`src/rtl/branch_ctrl.sv`:
```
// Branch/jump sequencing controller: evaluates one control transfer at a time through the
// external comparator, then issues done/redirect followed by an optional flush window.
module branch_ctrl #(
   parameter int FLUSH_CYCLES = 2,
   parameter int CNT_W        = 16
) (
   input  logic             clk,
   input  logic             rst,
   input  logic             req_valid,
   output logic             req_ready,
   input  logic [31:0]      req_pc,
   input  logic [31:0]      req_imm,
   input  logic [31:0]      req_rs1,
   input  logic [31:0]      req_rs2,
   input  logic [2:0]       req_fun3,
   input  logic             req_jal,
   input  logic             req_jalr,
   output logic [31:0]      cmp_A,
   output logic [31:0]      cmp_B,
   output logic             cmp_enb,
   output logic [2:0]       cmp_fun3,
   input  logic             cmp_res,
   output logic             done,
   output logic             taken,
   output logic [31:0]      link_data,
   output logic             redirect_valid,
   output logic [31:0]      redirect_pc,
   output logic             flush,
   output logic             err,
   output logic [CNT_W-1:0] taken_cnt
);

   localparam int FC_W  = (FLUSH_CYCLES > 1) ? $clog2(FLUSH_CYCLES) : 1;
   localparam int FLOAD = (FLUSH_CYCLES > 0) ? FLUSH_CYCLES - 1 : 0;

   typedef enum logic [1:0] {ST_IDLE, ST_EVAL, ST_RESOLVE, ST_FLUSH} state_t;

   state_t            state_q, state_d;
   logic [31:0]       pc_q, pc_d, imm_q, imm_d, rs1_q, rs1_d, rs2_q, rs2_d;
   logic [2:0]        fun3_q, fun3_d;
   logic              jal_q, jal_d, jalr_q, jalr_d;
   logic              req_ready_q, req_ready_d;
   logic              cmp_enb_q, cmp_enb_d;
   logic              done_q, done_d, taken_q, taken_d, err_q, err_d;
   logic              redirect_valid_q, redirect_valid_d;
   logic [31:0]       redirect_pc_q, redirect_pc_d, link_data_q, link_data_d;
   logic              flush_q, flush_d;
   logic [FC_W-1:0]   flush_cnt_q, flush_cnt_d;
   logic [CNT_W-1:0]  taken_cnt_q, taken_cnt_d;

   logic              accept;
   logic              illegal;
   logic              taken_r;
   logic [31:0]       target;

   assign accept = req_valid && req_ready_q;

   // Funct3 legality only matters for conditional branches; jumps ignore funct3.
   assign illegal = !jal_q && !jalr_q && !fun3_q[2] && fun3_q[1];
   assign taken_r = (jal_q || jalr_q) ? 1'b1 : (illegal ? 1'b0 : cmp_res);
   assign target  = (jalr_q && !jal_q) ? ((rs1_q + imm_q) & ~32'd1) : (pc_q + imm_q);

   always_comb begin
      state_d          = state_q;
      pc_d             = pc_q;
      imm_d            = imm_q;
      rs1_d            = rs1_q;
      rs2_d            = rs2_q;
      fun3_d           = fun3_q;
      jal_d            = jal_q;
      jalr_d           = jalr_q;
      req_ready_d      = req_ready_q;
      cmp_enb_d        = 1'b0;
      done_d           = 1'b0;
      taken_d          = 1'b0;
      err_d            = 1'b0;
      redirect_valid_d = 1'b0;
      redirect_pc_d    = redirect_pc_q;
      link_data_d      = link_data_q;
      flush_d          = flush_q;
      flush_cnt_d      = flush_cnt_q;
      taken_cnt_d      = taken_cnt_q;

      case (state_q)
         ST_IDLE: begin
            if (accept) begin
               pc_d        = req_pc;
               imm_d       = req_imm;
               rs1_d       = req_rs1;
               rs2_d       = req_rs2;
               fun3_d      = req_fun3;
               jal_d       = req_jal;
               jalr_d      = req_jalr;
               cmp_enb_d   = !req_jal && !req_jalr && (req_fun3[2] || !req_fun3[1]);
               req_ready_d = 1'b0;
               state_d     = ST_EVAL;
            end
         end
         // Resolution outputs are computed here so they appear registered during RESOLVE.
         ST_EVAL: begin
            done_d           = 1'b1;
            taken_d          = taken_r;
            err_d            = illegal || (taken_r && target[1]);
            redirect_valid_d = taken_r && !target[1];
            redirect_pc_d    = target;
            link_data_d      = pc_q + 32'd4;
            if (taken_r && !target[1] && !(&taken_cnt_q))
               taken_cnt_d = taken_cnt_q + 1'b1;
            state_d          = ST_RESOLVE;
         end
         ST_RESOLVE: begin
            if (redirect_valid_q && (FLUSH_CYCLES > 0)) begin
               flush_d     = 1'b1;
               flush_cnt_d = FC_W'(FLOAD);
               state_d     = ST_FLUSH;
            end else begin
               req_ready_d = 1'b1;
               state_d     = ST_IDLE;
            end
         end
         ST_FLUSH: begin
            if (flush_cnt_q == '0) begin
               flush_d     = 1'b0;
               req_ready_d = 1'b1;
               state_d     = ST_IDLE;
            end else begin
               flush_cnt_d = flush_cnt_q - 1'b1;
            end
         end
         default: begin
            flush_d     = 1'b0;
            req_ready_d = 1'b1;
            state_d     = ST_IDLE;
         end
      endcase
   end

   always_ff @(posedge clk) begin
      if (rst) begin
         state_q          <= ST_IDLE;
         pc_q             <= '0;
         imm_q            <= '0;
         rs1_q            <= '0;
         rs2_q            <= '0;
         fun3_q           <= '0;
         jal_q            <= 1'b0;
         jalr_q           <= 1'b0;
         req_ready_q      <= 1'b1;
         cmp_enb_q        <= 1'b0;
         done_q           <= 1'b0;
         taken_q          <= 1'b0;
         err_q            <= 1'b0;
         redirect_valid_q <= 1'b0;
         redirect_pc_q    <= '0;
         link_data_q      <= '0;
         flush_q          <= 1'b0;
         flush_cnt_q      <= '0;
         taken_cnt_q      <= '0;
      end else begin
         state_q          <= state_d;
         pc_q             <= pc_d;
         imm_q            <= imm_d;
         rs1_q            <= rs1_d;
         rs2_q            <= rs2_d;
         fun3_q           <= fun3_d;
         jal_q            <= jal_d;
         jalr_q           <= jalr_d;
         req_ready_q      <= req_ready_d;
         cmp_enb_q        <= cmp_enb_d;
         done_q           <= done_d;
         taken_q          <= taken_d;
         err_q            <= err_d;
         redirect_valid_q <= redirect_valid_d;
         redirect_pc_q    <= redirect_pc_d;
         link_data_q      <= link_data_d;
         flush_q          <= flush_d;
         flush_cnt_q      <= flush_cnt_d;
         taken_cnt_q      <= taken_cnt_d;
      end
   end

   assign req_ready      = req_ready_q;
   assign cmp_A          = rs1_q;
   assign cmp_B          = rs2_q;
   assign cmp_fun3       = fun3_q;
   assign cmp_enb        = cmp_enb_q;
   assign done           = done_q;
   assign taken          = taken_q;
   assign err            = err_q;
   assign redirect_valid = redirect_valid_q;
   assign redirect_pc    = redirect_pc_q;
   assign link_data      = link_data_q;
   assign flush          = flush_q;
   assign taken_cnt      = taken_cnt_q;

endmodule

```
`config.mk`:
```
export PLATFORM = sky130hd
export DESIGN_NAME = branch_ctrl
export DESIGN_NICKNAME = d
export VERILOG_FILES = /design/src/rtl/branch_ctrl.sv
export SDC_FILE = /design/constraint.sdc
export NUM_CORES = 1
export LEC_CHECK = 0
export ABC_AREA = 0
export CAP_MARGIN = 5
export CORE_MARGIN = 5
export CORE_UTILIZATION = 50
export DETAILED_ROUTE_END_ITERATION = 8
export PLACE_DENSITY = 0.78
export REMOVE_ABC_BUFFERS = 1
export SYNTH_ARGS = -nofsm -noshare
export SYNTH_HDL_FRONTEND = slang
export SYNTH_SLANG_ARGS = --single-unit
```
`constraint.sdc`:
```
create_clock -name clk -period 3.02 [get_ports clk]
set_input_delay 0.604 -clock clk [delete_from_list [all_inputs] [get_ports clk]]
set_output_delay 0.604 -clock clk [all_outputs]
set_load 0.05 [all_outputs]
```
==> flow_summary.toml <==
[setup_path]
path_cells = "ha_1 -> nand4_1 -> a21oi_1 -> o21a_1 -> o21ai_1 -> a2111oi_1 -> o22ai_1 -> xnor2_1 -> a211oi_1"
worstSetupEndpointType = "register"
worst-path-max-fanout = 5
critPathSlowestCell = "a2111oi_1"
start_kind = "register"
required_ps = 3450
critPathArrivalTime_ps = 3250
worstSetupPathType = "register to register"
cp_slowest_stage_delay_ps = 580
reg2reg_slack_ps = 200

[sta]
min_period_ps = 2820
fin_crit_sh_pct = 93.3
rsz0062_at_grt = "false"
slew_headroom_pct = 37.7
setup_viol = 0
hold_violations = 0
holdWs_ps = 278
maxSlewViolCount = 0
fin_setup_tns_ps = 0
fmax_mhz = 355
clock_skew_ps = 16.4
tightest_slew_ps = 934

[synth]
synth-async-reset-ratio_pct = 0
muxShareOfSynthArea_pct = 0.667
syn_avg_cell_area_sq_um = 7.73
ys_seq_area_share_pct = 37.2
synth_top_area_cell = "dfxtp_1"
synth_top_family_by_area = "compound AO/OA/AOI/OAI gates"
yosysTopAreaCellShare_pct = 37.2
synth_edf_count = 0
synth_area_leaders = "dfxtp_1 37%, nand2_1 11%, a21oi_1 8.8%"
synth-main-ff-cell = "dfxtp_1"
yosysWarningCount = 0
synth_compound_area_share_pct = 23.6
synthCells = 1555
synth_fa_ha_area_share_pct = 6.89
yosysMostFrequentCell = "nand2_1"
yosys.area_share.xor_xnor_pct = 6.34
synth-seq-cells = 223
synth_cell_types = 66
syn-cell-area_sq_um = 12000
synth_commonest_cells = "348 x nand2_1, 223 x dfxtp_1, 212 x a21oi_1"
synth-simple-area-share_pct = 21.7

[cts]
h-tree-depth = 1
cts_tree = "done"
cts_hold_buf = 0
path_clk_slew_ps = 60
cts_buffers = 24
clock_sinks = 223
clockBufferDepth = 3
clock_latency_ps = 520
ctsRootBufferMaster = "clkbuf_16"

[pwr]
p_comb_share_pct = 23.7
power.internal_w = 0.00560
p_leak_nw = 6.21
swShare_pct = 31.7
p_seq_share_pct = 40.4
power_switching_w = 0.00260
p_per_area_nw_per_um2 = 514
clkPwrFrac_pct = 36.0
ir_drop_uv = 353

[finish]
final.fill_count = 2008
layout-drive-gt1-share_pct = 4.75
area_growth_pct = 32.9
multi_input_area_sq_um = 7160
regArea_sq_um = 4460
layout.nets = 1995
antenna_cells = 0

[route]
drcViolationCount = 0
routed_wl_um = 37400
drtAntennaViolNets = 0
vias = 12000
wl_per_cell_um = 17.6
drtPass1Iterations = 7
vias_per_cell = 5.62
drtIter0Drc = 756

[placement]
gp_congestion = 0.912
portBuffers = 290
dp_hpwl_um = 27700

[flow_run]
max-cap-violations = 0

[outcome]
status = "finished, final reports clean"

[global_route]
grtUsageTotal_pct = 26.0
first_global_vias = 11200
grt_pass1_wl_um = 57800
antenna_found_initial = 0
grt_max_degree = 119
overflow = 0

[floorplan]
rows = 56
die_h_um = 165
start_util_pct = 51.0
core_area_sq_um = 23500
die_width_um = 165
dieArea_sq_um = 27200
ios = 291

[min_path]
hold_path.class = "primary input to register"
[through the flow]
step / instances / area, sq um / setup WS, ps / utilization [%] / total power (W)
after global routing: 2129 / 16000 / 51.7 / 67.8 / 0.00855
after detailed placement: 2085 / 15100 / 153 / 64.3 / 0.00529
after global placement: 2085 / 15100 / 185 / 64.3 / 0.00527
after floorplan: 1458 / 11600 / -2350 / - / 0.00453
final: 2129 / 16000 / 203 / 67.8 / 0.00821
after CTS: 2128 / 15900 / 85.9 / 67.7 / 0.00825
[cell type report]
cell class | count | area share, %
tap | 319 | 2.50
sequential | 223 | 28.0
inverter | 14 | 0.329
clock inverter | 6 | 0.447
multi-input combinational | 1221 | 44.9
clock buffer | 37 | 4.57
timing repair buffer | 309 | 19.3
[flip-flops by register name (all words and copies together), names as in the netlist, 2 cells and up]
register     cells
state_q          2
pc_q            32
cmp_A           32
redirect_pc     32
imm_q           32
taken_cnt       16
link_data       32
cmp_fun3         3
cmp_B           32
[final timing paths]
| check | start | endpoint | cells past startpoint |
|---|---|---|---|
| max | imm_q[2] | redirect_pc[31] | 9 |
| min | rst | taken_cnt[3] | 2 |
| max reg2reg | imm_q[2] | redirect_pc[31] | 9 |
| min reg2reg | cmp_B[12] | cmp_B[12] | 2 |
[power by group through the flow]
stage	Clock, W	Combinational [W]	Sequential, W
global placement	0	0.00191	0.00337
finish	0.00295	0.00194	0.00331
floorplan	0	0.000779	0.00375
detailed placement	0	0.00192	0.00337
CTS	0.00301	0.00194	0.00331
global route	0.00313	0.00208	0.00334
[logic make-up after synthesis]
kind of cell             count (synthesis)
adder cells (fa/ha/maj)                 65
AND/OR/NAND/NOR                        609
AO/OA/AOI/OAI                          452
multiplexers                             8
flip-flops                             223
buffers and inverters                  111
XOR/XNOR                                87
[critical path, delay by kind of cell (launching register included)]
kind            cells  cell delay [ps]
xor+xnor            1              170
flops               1              350
simple gates        1              150
fa+ha+maj           1              390
compound gates      6             1680
[layer usage]
metal	wire, um	part of all wire (%)	global-route usage (%)	up-vias
li1	-	-	-	5947
met1	16100	43	34.7	5542
met2	17000	46	42.4	412
met3	3040	8.1	5.19	73
met4	1240	3.3	8.54	0
met5	0	0	0	-
[placed cells by master, fill, tap and decap left out, drive strengths merged, types with 7 or more instances in the layout]
cell | Yosys | final
xnor2 | 46 | 46
nand3 | 31 | 31
mux2i | 8 | 8
o211ai | 9 | 9
or3 | 13 | 13
a21oi | 215 | 215
a31oi | 15 | 15
and4 | 11 | 11
nand4 | 24 | 24
a211oi | 48 | 48
nand2 | 348 | 348
clkdlybuf4s50 | 0 | 289
buf | 12 | 20
xor2 | 41 | 41
o21ai | 60 | 60
dfxtp | 223 | 223
o21bai | 9 | 9
ha | 63 | 63
a311oi | 7 | 7
nor3 | 19 | 19
and2 | 9 | 9
a21o | 41 | 41
nor2 | 123 | 123
clkbuf | 85 | 37
inv | 14 | 14
and3 | 10 | 10
o22ai | 7 | 7
[what timing repair did]
item | 4_1_cts | 5_1_grt
buffers inserted | 0 | 1
endpoints found under the setup margin | 0 | 5
resized for setup | 0 | 5
endpoints found under the hold margin | 0 | 0
(Power assumes the default switching activity.)
